`src/rtl/framebuffer_scanout.sv`:
```
// Raster timing generator that scans a 1-bit-per-pixel framebuffer into a 512x256
// window, each framebuffer pixel magnified 4x4 (hires) or 8x8 (lores).
module framebuffer_scanout #(
   parameter int H_ACTIVE = 640,
   parameter int H_FP     = 16,
   parameter int H_SYNC   = 96,
   parameter int H_BP     = 48,
   parameter int V_ACTIVE = 480,
   parameter int V_FP     = 10,
   parameter int V_SYNC   = 2,
   parameter int V_BP     = 33,
   parameter int H_OFFSET = 64,
   parameter int V_OFFSET = 112
) (
   input  logic        clk,
   input  logic        rst_n,
   input  logic        hires,
   output logic [8:0]  fb_addr,
   output logic        fb_enable,
   input  logic [15:0] fb_data,
   output logic        hsync,
   output logic        vsync,
   output logic        de,
   output logic        pixel,
   output logic        frame_tick
);

   localparam int H_TOTAL = H_ACTIVE + H_FP + H_SYNC + H_BP;
   localparam int V_TOTAL = V_ACTIVE + V_FP + V_SYNC + V_BP;
   // Counters are at least wide enough to hold a 512-column / 256-line window offset.
   localparam int HW = ($clog2(H_TOTAL) > 10) ? $clog2(H_TOTAL) : 10;
   localparam int VW = ($clog2(V_TOTAL) > 9) ? $clog2(V_TOTAL) : 9;

   localparam logic [HW-1:0] H_LAST       = HW'(H_TOTAL - 1);
   localparam logic [HW-1:0] H_ACT        = HW'(H_ACTIVE);
   localparam logic [HW-1:0] H_SYNC_START = HW'(H_ACTIVE + H_FP);
   localparam logic [HW-1:0] H_SYNC_END   = HW'(H_ACTIVE + H_FP + H_SYNC);
   localparam logic [HW-1:0] H_WIN0       = HW'(H_OFFSET);
   localparam logic [HW-1:0] H_PRE        = HW'(H_OFFSET - 4);
   localparam logic [VW-1:0] V_LAST       = VW'(V_TOTAL - 1);
   localparam logic [VW-1:0] V_ACT        = VW'(V_ACTIVE);
   localparam logic [VW-1:0] V_SYNC_START = VW'(V_ACTIVE + V_FP);
   localparam logic [VW-1:0] V_SYNC_END   = VW'(V_ACTIVE + V_FP + V_SYNC);
   localparam logic [VW-1:0] V_WIN0       = VW'(V_OFFSET);

   logic [HW-1:0] hcount;
   logic [VW-1:0] vcount;
   logic          hiresFrame;
   logic [15:0]   shiftReg;
   logic [15:0]   prefetch;
   logic          fetchDly;

   logic [HW-1:0] col;
   logic [VW-1:0] rowOff;
   logic          xIn, yIn, inWin;
   logic          loadNow, shiftNow, firstFetch, midFetch, pixBit;
   logic [2:0]    wordIdx, fetchWord;
   logic [8:0]    fetchAddr;

   always_ff @(posedge clk or negedge rst_n) begin
      if (!rst_n) begin
         hcount <= '0;
         vcount <= '0;
      end else if (hcount == H_LAST) begin
         hcount <= '0;
         vcount <= (vcount == V_LAST) ? '0 : vcount + 1'b1;
      end else begin
         hcount <= hcount + 1'b1;
      end
   end

   always_comb begin
      col        = hcount - H_WIN0;
      rowOff     = vcount - V_WIN0;
      xIn        = (hcount >= H_WIN0) && (col[HW-1:9] == '0) && (hcount < H_ACT);
      yIn        = (vcount >= V_WIN0) && (rowOff[VW-1:8] == '0) && (vcount < V_ACT);
      inWin      = xIn && yIn;
      // Next word is requested 8 clocks into the current one, well before its last pixel.
      if (hiresFrame) begin
         wordIdx  = col[8:6];
         loadNow  = inWin && (col[5:0] == 6'd0);
         shiftNow = inWin && (col[1:0] == 2'd3);
         midFetch = inWin && (col[5:0] == 6'd8) && (wordIdx != 3'd7);
      end else begin
         wordIdx  = {1'b0, col[8:7]};
         loadNow  = inWin && (col[6:0] == 7'd0);
         shiftNow = inWin && (col[2:0] == 3'd7);
         midFetch = inWin && (col[6:0] == 7'd8) && (wordIdx != 3'd3);
      end
      firstFetch = yIn && (hcount == H_PRE);
      fetchWord  = firstFetch ? 3'd0 : wordIdx + 3'd1;
      fetchAddr  = hiresFrame ? {rowOff[7:2], fetchWord}
                              : {2'b00, rowOff[7:3], fetchWord[1:0]};
      pixBit     = loadNow ? prefetch[15] : shiftReg[15];
   end

   // Read port: fb_enable is a one-cycle strobe qualifying fb_addr; the RAM answers on
   // fb_data in the following cycle, captured into prefetch via the delayed strobe.
   always_ff @(posedge clk or negedge rst_n) begin
      if (!rst_n) begin
         hsync      <= 1'b1;
         vsync      <= 1'b1;
         de         <= 1'b0;
         pixel      <= 1'b0;
         frame_tick <= 1'b0;
         fb_enable  <= 1'b0;
         fb_addr    <= '0;
         fetchDly   <= 1'b0;
         prefetch   <= '0;
         shiftReg   <= '0;
         hiresFrame <= 1'b0;
      end else begin
         hsync      <= !((hcount >= H_SYNC_START) && (hcount < H_SYNC_END));
         vsync      <= !((vcount >= V_SYNC_START) && (vcount < V_SYNC_END));
         de         <= (hcount < H_ACT) && (vcount < V_ACT);
         pixel      <= inWin && pixBit;
         frame_tick <= (hcount == '0) && (vcount == V_ACT);
         fb_enable  <= firstFetch || midFetch;
         if (firstFetch || midFetch) fb_addr <= fetchAddr;
         fetchDly   <= fb_enable;
         if (fetchDly) prefetch <= fb_data;
         if (loadNow) shiftReg <= prefetch;
         else if (shiftNow) shiftReg <= {shiftReg[14:0], 1'b0};
         if ((hcount == '0) && (vcount == '0)) hiresFrame <= hires;
      end
   end

endmodule

```
`config.mk`:
```
export PLATFORM = sky130hd
export DESIGN_NAME = framebuffer_scanout
export DESIGN_NICKNAME = d
export VERILOG_FILES = /design/src/rtl/framebuffer_scanout.sv
export SDC_FILE = /design/constraint.sdc
export NUM_CORES = 1
export LEC_CHECK = 0
export ABC_AREA = 1
export ABC_CLOCK_PERIOD_IN_PS = 4100
export CAP_MARGIN = 10
export CORE_MARGIN = 2
export CORE_UTILIZATION = 30
export DETAILED_ROUTE_END_ITERATION = 6
export PLACE_DENSITY = 0.52
export SLEW_MARGIN = 20
export SYNTH_ARGS = -nofsm -noshare
export SYNTH_HDL_FRONTEND = slang
export SYNTH_SLANG_ARGS = --single-unit
```
`constraint.sdc`:
```
create_clock -name clk -period 4.1 [get_ports clk]
set_clock_uncertainty 0.1 [all_clocks]
set_input_delay 0.615 -clock clk [delete_from_list [all_inputs] [get_ports clk]]
set_output_delay 0.615 -clock clk [all_outputs]
set_load 0.02 [all_outputs]
```
Yosys cells after proc, flatten, opt, wreduce, memory -nomap -nowiden:

Cells that the tools add are included.

* add/subtract/negate cells: 5
* $lt $le $gt $ge: 8
* equal/unequal tests: 10
* muxes and demuxes: 11
* bitwise logic cells: 1
* reductions and logical operators: 29

Operators with widths (count)
* $mux 16: 2
* $add 10x1->10 const B: 2
* $eq 10x10->1 const B: 2
* $ge 10x7->1 const B: 2
* $logic_and 1x1->1: 20
* $logic_not 10->1: 2
* $lt 10x10->1 const B: 2
* $lt 10x9->1 const B: 2
* $mux 10: 2
* $sub 10x7->10 const B: 2
* $eq 10x6->1 const B: 1
* $eq 10x9->1 const B: 1
* $ge 10x10->1 const B: 1
* $ge 10x9->1 const B: 1
* $mux 9: 1
* $eq 7x4->1 const B: 1
* $logic_not 7->1: 1
* $eq 6x4->1 const B: 1
* $logic_not 6->1: 1
* $mux 3: 2
* $mux 1: 4
* $add 3x1->3 const B: 1
* $eq 3x3->1 const B: 1
* $ne 3x3->1 const B: 1
* 7 further kinds: 8

* flip-flop bits (word level): 69
* output and inout port bits: 15
* logic and storage cells: 77

Logic depth before layout (Yosys ltp):

* depth after elaboration: 9
* mapped depth: 13
* mapped depth without buffers: 13

Worst setup path before layout:

No wires, ideal clock.

* path kind: flip-flop to flip-flop
* start: register hcount[6]
* end: register fb_addr[2]
* library setup time: 0.113 ns
* arrival time: 1.786 ns
* data required time: 3.887 ns
* path slack: 2.101 ns
* cell stages (with the launch flop): 14
* path through: dfrtp_1 -> inv_1 -> ha_1 -> inv_1 -> nand2_1 -> nand2_1 -> o21ai_0 -> ha_1 -> xor2_1 -> nor2_1 -> a21oi_1 -> nand2_1 -> nand2_1 -> inv_1

* word-level cells in the longest chain between the ends: 9

Ends and longest elaborated chain
* start, declared: RTL line 46 `logic [HW-1:0] hcount;`
* start signal, assigned: RTL line 68 `hcount <= hcount + 1'b1;`
* branches (longest 9 deep; another with $sub 10x7->10)
* end signal, assigned: RTL line 119 `if (firstFetch || midFetch) fb_addr <= fetchAddr;`
* end, declared: RTL line 18 `output logic [8:0] fb_addr,`

Parallel ways; which one is timed is not known.
A chain may end at the register's enable or synchronous reset.

Worst setup path after layout:

Same ends and word-level chain as after synthesis.

==> run_results.csv <==
group,metric,value,unit
run_status,status,"finished clean",
worst_setup_path,crit_fanout,17,
logic_synthesis,synth-seq-area-share,47.6,%
drt,post_drt_wl_per_cell,13.1,um
floorplan,core_area,11900,sq um
logic_synthesis,synth_seq_cells,69,
worst_setup_path,rrSetupSlack,1190,ps
sta,hold_violations,0,
worst_hold_path,holdCritPathClass,"in2async",
sta,rsz0062_at_grt,"false",
power_and_ir_drop,seqPwrFrac,43.7,%
clocking,path_clk_slew,60,ps
finish,fin_nets,526,
sta,setup_viol,0,
power_and_ir_drop,p_per_area,355,nW/um^2
worst_setup_path,crit_arrival,3040,ps
sta,finalWorstSetupSlack,1190,ps
clocking,cts_tree,"built",
clocking,cts_hold_buffers,0,
drt,wl,8.42,mm
placed_design,place_ws,1180,ps
floorplan,dieArea,13000,sq um
worst_setup_path,reg2reg_to,"fb_addr[2]$_DFFE_PN0P_",
logic_synthesis,synth_ff_type,"dfrtp_1",
logic_synthesis,synth_edf_count,0,
floorplan,fp-row-count,40,
placed_design,dp_cells,628,
worst_setup_path,crit_path_frequent_cell,"nand2_1",
power_and_ir_drop,combPwrFrac,2.4,%
clocking,clockRootBuffer,"clkbuf_16",
global_route,grt_overflow,0,
power_and_ir_drop,p_int,1.25,mW
drt,drt_iter0_drc,144,
clocking,clk_latency,330,ps
finish,layout-drive-gt1-share,6.84,%
worst_setup_path,path_class,"reg2reg",
clocking,post_cts_buffers,0,
drt,num_vias,2996,
worst_setup_path,endpoint_kind,"flop",
clocking,cts_made_buffers,9,
sta,final_max_slew_viol_count,0,
run,maxCapViolCount,0,
logic_synthesis,async_reset_ff_share,100,%
finish,fin_util,37.0,%
worst_setup_path,rr_worst_depth,12,
placed_design,gp_congestion,0.857,
floorplan,initial_core_util,30.5,%
floorplan,pin_count,34,
logic_synthesis,syn_nets,493,
worst_setup_path,rr_startpoint,"hcount[6]$_DFF_PN0_",
logic_synthesis,syn_area,3630,sq um
power_and_ir_drop,clkPwrFrac,53.9,%
logic_synthesis,yosys_warnings,0,
worst_setup_path,cpPeakStageDelay,530,ps
global_route,grt_max_degree,45,
sta,worst_slew_pin_slew,782,ps
finish,n_antenna_cell,0,
finish,final_common_cell,"nand2_1",
finish,final-instance-count-excl-fill,644,
sta,slew_headroom,47.8,%
logic_synthesis,yosys.cell_types.count,31,
sta,post-route-period-util,71.0,%
worst_setup_path,crit_path_top_delay_cell,"nor2_2",
power_and_ir_drop,p_switching,315,uW
drt,ant_nets,0,
worst_setup_path,crit_chain,"inv_1 -> ha_1 -> nand3_1 -> inv_1 -> nand2_1 -> nand2_1 -> nor2_2 -> nand2_1 -> nand2_1 -> nand2_1 -> nand2_1 -> inv_1",
clocking,cts_buffer_depth,2,
global_route,grt_usage,13.9,%
placed_design,portBuffers,33,
clocking,cts_sinks,69,
drt,drc,0,
worst_setup_path,cp-start-kind,"flop",
drt,routed_via_density,4.65,
global_route,grt_antenna_before_repair,0,
logic_synthesis,syn_inst,459,
power_and_ir_drop,switching_share,20.1,%
clocking,cts_resized,0,
power_and_ir_drop,leakage,2.24,nW
logic_synthesis,synth.avg_cell_area,7.91,sq um
floorplan,chipWidth,114,um
sta,fin_setup_tns,0,ps
drt,drtPass1Iterations,4,
clocking,h-tree-depth,3,
finish,area_growth,21.5,%
sta,fmax,344,MHz
placed_design,dpl.hpwl,5.89,mm
sta,min_period,2910,ps
power_and_ir_drop,ir_worst_vdd,0.275,mV
worst_setup_path,worst-endpoint-required,4230,ps
finish,layout_common_cells,"nand2_1 (130), dfrtp_1 (67), inv_1 (64), nand3_1 (57), clkdlybuf4s50_1 (32)",
global_route,grt_pass1_vias,2920,
floorplan,chipHeight,114,um
global_route,grt_first_pass_wirelength,14.3,mm
-- per-layer routing --
metal  wire length (um)  GRT usage (%)
met1               3960           18.2
met2               4030           22.2
met4                 95           4.39
met3                330           3.93
met5                  0              0
-- cell families (layout without fill, tap and decap cells) --
| group | count (synthesis) | count (layout) | synth area share (%) |
|---|---|---|---|
| xor+xnor | 5 | 5 | 1.21 |
| buf+inv | 80 | 118 | 8.96 |
| simple gates | 239 | 239 | 29.1 |
| fa+ha+maj | 15 | 15 | 5.17 |
| compound gates | 49 | 49 | 7.34 |
| mux | 2 | 2 | 0.620 |
| flops | 69 | 69 | 47.6 |
-- synthesized netlist by cell type (all sizes together), types with 4 or more instances --
cell type | n | area, sq um
inv | 67 | 254
buf | 8 | 52.6
ha | 15 | 188
a21oi | 13 | 76.3
o21ai | 32 | 160
xor2 | 4 | 35.0
nand3 | 58 | 295
nand2 | 132 | 500
clkbuf | 5 | 18.8
nor2 | 24 | 116
dfrtp | 67 | 1680
nor3 | 11 | 55.1
nand4 | 11 | 68.8
-- cell type report --
cell class,count,area (sq um)
repair buffers,35,343
multi-input cells,310,1580
clock buffers,11,243
well taps,147,184
clock inverters,5,83.8
flip-flops and latches,69,1730
fillers,1239,7500
inverters,67,254
-- worst max-delay path, delay by kind of cell (launching register included) --
kind	cells	cell delay (ps)
simple gates	8	1660
flops	1	450
buf+inv	3	310
fa+ha+maj	1	270
-- registers in the layout, summed over array words and instances (netlist names), 9 cells and up --
register and cells:
shiftReg 16, vcount 10, prefetch 16, fb_addr 9, hcount 10
-- worst max-delay path by stage --
| stage | endpoint | startpoint | depth (start not counted) |
|---|---|---|---|
| 2_1_floorplan | fb_addr[2]$_DFFE_PN0P_ | hcount[6]$_DFF_PN0_ | 13 |
| 3_3_place_gp | fb_addr[2]$_DFFE_PN0P_ | hcount[6]$_DFF_PN0_ | 12 |
| 3_5_place_dp | fb_addr[2]$_DFFE_PN0P_ | hcount[6]$_DFF_PN0_ | 12 |
| 4_1_cts | fb_addr[2]$_DFFE_PN0P_ | hcount[6]$_DFF_PN0_ | 12 |
| 5_1_grt | fb_addr[2]$_DFFE_PN0P_ | hcount[6]$_DFF_PN0_ | 12 |
| 6_report | fb_addr[2]$_DFFE_PN0P_ | hcount[6]$_DFF_PN0_ | 12 |
-- per-stage QoR --
step / hold slack (ps) / power, mW / area [sq um]
after floorplan: 219 / 0.700 / 3630
after global placement: 363 / 0.734 / 4080
after detailed placement: 353 / 0.734 / 4080
after CTS: 358 / 1.60 / 4410
after global routing: 218 / 1.63 / 4410
final: 168 / 1.56 / 4410
-- power by group through the flow --
stage / Sequential (mW) / Combinational (mW) / Clock (mW)
2_1_floorplan: 0.695 / 0.00511 / 0
3_3_place_gp: 0.696 / 0.0377 / 0
3_5_place_dp: 0.696 / 0.0381 / 0
4_1_cts: 0.684 / 0.0382 / 0.875
5_1_grt: 0.683 / 0.0418 / 0.900
6_report: 0.684 / 0.0368 / 0.844
Power figures use the tool's default switching activity.
